<file path="src/rtl/out_port_arbiter.sv">
// Per-output-port wormhole arbiter: locks the output to one input from head to tail flit.
// Define ARB_ROUND_ROBIN_EN for round-robin arbitration; otherwise lowest index wins.
module out_port_arbiter #(
  parameter int N_PORTS = 5,
  parameter int PTR_W   = 3
) (
  input  logic               clk,
  input  logic               rst_n,
  input  logic [N_PORTS-1:0] req,
  input  logic [N_PORTS-1:0] tail,
  input  logic               out_ready,
  output logic [N_PORTS-1:0] grant,
  output logic               xfer,
  output logic               busy
);

  typedef enum logic {
    IDLE = 1'b0,
    LOCK = 1'b1
  } state_t;

  state_t             r_state;
  logic [N_PORTS-1:0] r_grant;
  logic               r_busy;
  logic [PTR_W-1:0]   r_owner;

  logic [N_PORTS-1:0] w_own_mask;
  logic [N_PORTS-1:0] w_others;
  logic [N_PORTS-1:0] w_pick_idle;
  logic [N_PORTS-1:0] w_pick_tail;
  logic               w_xfer;
  logic               w_tail_xfer;

  // First set bit of req_v scanning start, start+1, ... modulo N_PORTS.
  function automatic logic [N_PORTS-1:0] f_pick(input logic [N_PORTS-1:0] req_v,
                                                input int                 start);
    logic [N_PORTS-1:0] res;
    logic               found;
    int                 idx;
    res   = '0;
    found = 1'b0;
    for (int k = 0; k < N_PORTS; k++) begin
      idx = start + k;
      if (idx >= N_PORTS) idx = idx - N_PORTS;
      if (!found && req_v[idx]) begin
        res[idx] = 1'b1;
        found    = 1'b1;
      end
    end
    return res;
  endfunction

  function automatic logic [PTR_W-1:0] f_idx(input logic [N_PORTS-1:0] onehot);
    logic [PTR_W-1:0] res;
    res = '0;
    for (int k = 0; k < N_PORTS; k++) begin
      if (onehot[k]) res = PTR_W'(k);
    end
    return res;
  endfunction

  assign w_own_mask  = N_PORTS'(1) << r_owner;
  assign w_others    = req & ~w_own_mask;
  assign w_xfer      = (|(r_grant & req)) & out_ready;
  // r_grant is zero in IDLE, so a stale r_owner can never fake a tail transfer.
  assign w_tail_xfer = w_xfer & (|(w_own_mask & tail));

`ifdef ARB_ROUND_ROBIN_EN
  logic [PTR_W-1:0] r_rr_ptr;
  logic [PTR_W-1:0] w_owner_inc;

  assign w_owner_inc = (r_owner == PTR_W'(N_PORTS - 1)) ? '0 : r_owner + 1'b1;
  assign w_pick_idle = f_pick(req, int'(r_rr_ptr));
  assign w_pick_tail = f_pick(w_others, int'(w_owner_inc));

  always_ff @(posedge clk or negedge rst_n) begin
    if (!rst_n) begin
      r_rr_ptr <= '0;
    end else if ((r_state == LOCK) && w_tail_xfer) begin
      r_rr_ptr <= w_owner_inc;
    end
  end
`else
  assign w_pick_idle = f_pick(req, 0);
  assign w_pick_tail = f_pick(w_others, 0);
`endif

  always_ff @(posedge clk or negedge rst_n) begin
    if (!rst_n) begin
      r_state <= IDLE;
      r_grant <= '0;
      r_busy  <= 1'b0;
      r_owner <= '0;
    end else begin
      case (r_state)
        IDLE: begin
          if (|req) begin
            r_state <= LOCK;
            r_grant <= w_pick_idle;
            r_owner <= f_idx(w_pick_idle);
            r_busy  <= 1'b1;
          end
        end
        LOCK: begin
          // Release on tail; hand over in the same cycle when someone else is waiting.
          if (w_tail_xfer) begin
            if (|w_others) begin
              r_grant <= w_pick_tail;
              r_owner <= f_idx(w_pick_tail);
            end else begin
              r_state <= IDLE;
              r_grant <= '0;
              r_busy  <= 1'b0;
            end
          end
        end
        default: begin
          r_state <= IDLE;
          r_grant <= '0;
          r_busy  <= 1'b0;
        end
      endcase
    end
  end

  assign grant = r_grant;
  assign busy  = r_busy;
  assign xfer  = w_xfer;

endmodule
</file>
<file path="config.mk">
export PLATFORM = sky130hd
export DESIGN_NAME = out_port_arbiter
export DESIGN_NICKNAME = d
export VERILOG_FILES = /design/src/rtl/out_port_arbiter.sv
export SDC_FILE = /design/constraint.sdc
export NUM_CORES = 1
export LEC_CHECK = 0
export BUFFER_PORTS_ARGS = -buffer_cell sky130_fd_sc_hd__buf_2
export CAP_MARGIN = 20
export CORE_MARGIN = 2
export CORE_UTILIZATION = 47
export CTS_CLUSTER_SIZE = 14
export DETAILED_ROUTE_END_ITERATION = 8
export MAX_ROUTING_LAYER = met4
export PLACE_DENSITY_LB_ADDON = 0.25
export SETUP_SLACK_MARGIN = 0.2
export SYNTH_ARGS = -nofsm -noshare
export SYNTH_HDL_FRONTEND = slang
export SYNTH_SLANG_ARGS = --single-unit
</file>
<file path="constraint.sdc">
create_clock -name clk -period 4.6 [get_ports clk]
set_clock_uncertainty 0.1 [all_clocks]
set_input_delay 0.46 -clock clk [delete_from_list [all_inputs] [get_ports clk]]
set_output_delay 0.46 -clock clk [all_outputs]
set_load 0.01 [all_outputs]
</file>
==> flow_metrics.py <==
metrics = {
    "critical_path": {
        "critical_path_class": "reg2reg",
        "start_kind": "flop",
        "cp-end-kind": "flop",
        "reg2reg_from": "r_owner[2]",
        "worstPathRequired_ps": 4680,
        "worstPathArrival_ps": 2190,
        "cp_max_fo": 9,
        "crit_start": "r_owner[2]",
    },
    "min_path": {
        "min_from": "busy",
        "hold_class": "reg2reg",
    },
    "finish": {
        "area_growth_pct": 18.1,
        "layout_common_cells": "buf_2, dfrtp_1, inv_1, nor2_1, mux2i_1",
        "fillCellCount": 128,
        "diodes": 0,
        "finalNetCount": 111,
        "drive_gt1_frac": 0.278,
        "design_area_um2": 867,
        "layout_commonest_cell": "buf_2",
    },
    "flow_run": {
        "maxCapViolCount": 0,
    },
    "cts": {
        "ctsLongestPathBuffers": 2,
        "clk_latency_ps": 260,
        "cts_sinks": 10,
        "htreeDepth": 1,
        "cts_buffers": 3,
        "tritoncts": "built",
        "clk_pin_slew_ps": 60,
        "cts-root-buf": "clkbuf_4",
    },
    "floorplan": {
        "fp.dieH_um": 43.5,
        "coreArea_um2": 1490,
        "std_cell_rows": 14,
        "ios": 20,
        "initial_core_util": 0.493,
        "chipWidth_um": 43.5,
        "die-area_um2": 1890,
    },
    "logic_synthesis": {
        "ys_seq_area_frac": 0.341,
        "synth_warnings": 0,
        "avgSynthCellArea_um2": 9.54,
        "synth_cells": 77,
        "syn-num-nets": 90,
        "synth.area.top_cells": "dfrtp_1, mux2i_1, mux2_1",
        "synth_top_area_cell": "dfrtp_1",
        "synth.cell_area_um2": 734,
        "synth.top_cell.area_share": 0.341,
        "ys_seq_elements": 10,
        "synth_cell_type_count": 37,
    },
    "global_route": {
        "grt_pass1_wl_mm": 2.91,
        "grt_usage": 0.211,
        "gr-total-overflow": 0,
        "antenna_found_initial": 0,
        "grt_pass1_vias": 667,
        "grt_max_degree": 11,
    },
    "detailed_routing": {
        "viasPerCell": 6.02,
        "vias": 680,
        "wl_per_cell_um": 14.9,
        "drc_errors": 0,
        "firstDrtPassIters": 4,
        "routed_wl_mm": 1.68,
        "drtIter0Drc": 32,
        "drtAntennaViolNets": 0,
    },
    "sta": {
        "finalCritPeriodShare": 0.460,
        "hold_viol_final": 0,
        "setup_viol": 0,
        "final.setup.worst_slack_ps": 2490,
        "worstMarginPinSlew_ps": 441,
        "fmax_mhz": 473,
        "finalSetupTns_ps": 0,
        "maxSlewViolCount": 0,
        "fin_crit_ps": 2110,
        "rsz0062_at_grt": "false",
        "relSlewSlack": 0.705,
    },
    "power": {
        "p_leak_nw": 0.424,
        "ir_worst_vdd_mv": 0.297,
        "powerDensity_nw_per_um2": 555,
    },
    "status": {
        "status": "complete, no violations",
    },
    "placement": {
        "hpwl_mm": 1.28,
        "gp_congestion": 0.829,
        "place_ws_ps": 2420,
        "placed_area_um2": 821,
        "io_buffer_count": 19,
    },
}
-- power by group --
part	internal (mW)	switching (mW)	leakage, nW	total, mW
Combinational	0.111	0.129	0.278	0.240
Clock	0.0480	0.0295	0.0210	0.0775
Sequential	0.121	0.0430	0.124	0.164
-- flip-flops by register name, indices dropped and copies added (netlist names) --
| name | flops |
|---|---|
| busy | 1 |
| grant | 5 |
| r_owner | 3 |
| r_state | 1 |
-- critical path: stages, from the launching register on --
cell and delay [ps]:
dfrtp_1 470, nor4b_1 440, nor2_1 120, a221o_1 390
a31oi_4 270, mux2i_1 230
-- final timing paths --
kind	to	slack [ps]	cells past startpoint
max	r_owner[0]	2490	5
min	busy	390	1
max reg2reg	r_owner[0]	2490	5
min reg2reg	busy	390	1
max in group asynchronous	r_owner[2]	3720	2
min in group asynchronous	grant[0]	490	2
-- cell type report --
class / instances / area, µm² / area share
Clock buffer: 4 / 36.3 / 0.0418
Inverter: 8 / 30.0 / 0.0346
Multi-Input combinational cell: 55 / 425 / 0.491
Sequential cell: 10 / 250 / 0.289
Tap cell: 16 / 20.0 / 0.0231
Timing Repair Buffer: 20 / 105 / 0.121
-- kinds of logic (layout without fill, tap and decap cells) --
family / count (synthesis) / count (layout) / synth area share
AND/OR/NAND/NOR: 25 / 25 / 0.194
AO/OA/AOI/OAI: 22 / 22 / 0.271
buffers and inverters: 12 / 32 / 0.0801
flip-flops: 10 / 10 / 0.341
multiplexers: 8 / 8 / 0.114
-- cell usage after synthesis --
| library cell | n |
|---|---|
| nand2_1 | 4 |
| dfrtp_1 | 10 |
| a21boi_0 | 1 |
| o211ai_1 | 1 |
| buf_4 | 1 |
| nand3b_1 | 1 |
| a32oi_1 | 1 |
| o2bb2ai_1 | 1 |
| a21oi_1 | 3 |
| a31oi_4 | 1 |
| mux2i_1 | 5 |
| and3b_1 | 1 |
| a221o_1 | 1 |
| o21ai_0 | 1 |
| inv_1 | 8 |
| a211oi_1 | 3 |
| nor2_1 | 7 |
| nand4_1 | 1 |
| nand2b_1 | 3 |
| o32a_1 | 1 |
| o32ai_1 | 1 |
| a222oi_1 | 1 |
| or3b_1 | 1 |
| or2_2 | 1 |
| and2_1 | 1 |
| mux2_1 | 3 |
| a21o_1 | 1 |
| nor4b_1 | 2 |
| o31a_1 | 2 |
| a22oi_1 | 1 |
| or4_1 | 1 |
| nor3b_1 | 1 |
| buf_6 | 1 |
| o221ai_2 | 1 |
| buf_2 | 2 |
| and3_1 | 1 |
| a21oi_4 | 1 |
-- layer usage --
layer,GRT usage,part of all wire,vias up
met4,0.115,0.0089,0
li1,-,-,328
met2,0.301,0.45,44
met1,0.289,0.45,306
met3,0.0250,0.089,2
met5,-,0,-
-- metrics by stage --
stage           util  hold slack (ps)  total power, mW  instances
2_1_floorplan      -             64.4            0.346         77
3_3_place_gp   0.551              225            0.399        108
3_5_place_dp   0.551              229            0.401        108
4_1_cts        0.582              395            0.482        113
5_1_grt        0.582              406            0.520        113
6_report       0.582              387            0.481        113
-- timing repair --
item / 4_1_cts / 5_1_grt
resized for setup: 0 / 0
hold endpoints to repair: 10 / 0
endpoints found under the setup margin: 0 / 0
buffers inserted: 0 / 0
hold buffers: 1 / 0
(Power assumes the default switching activity.)
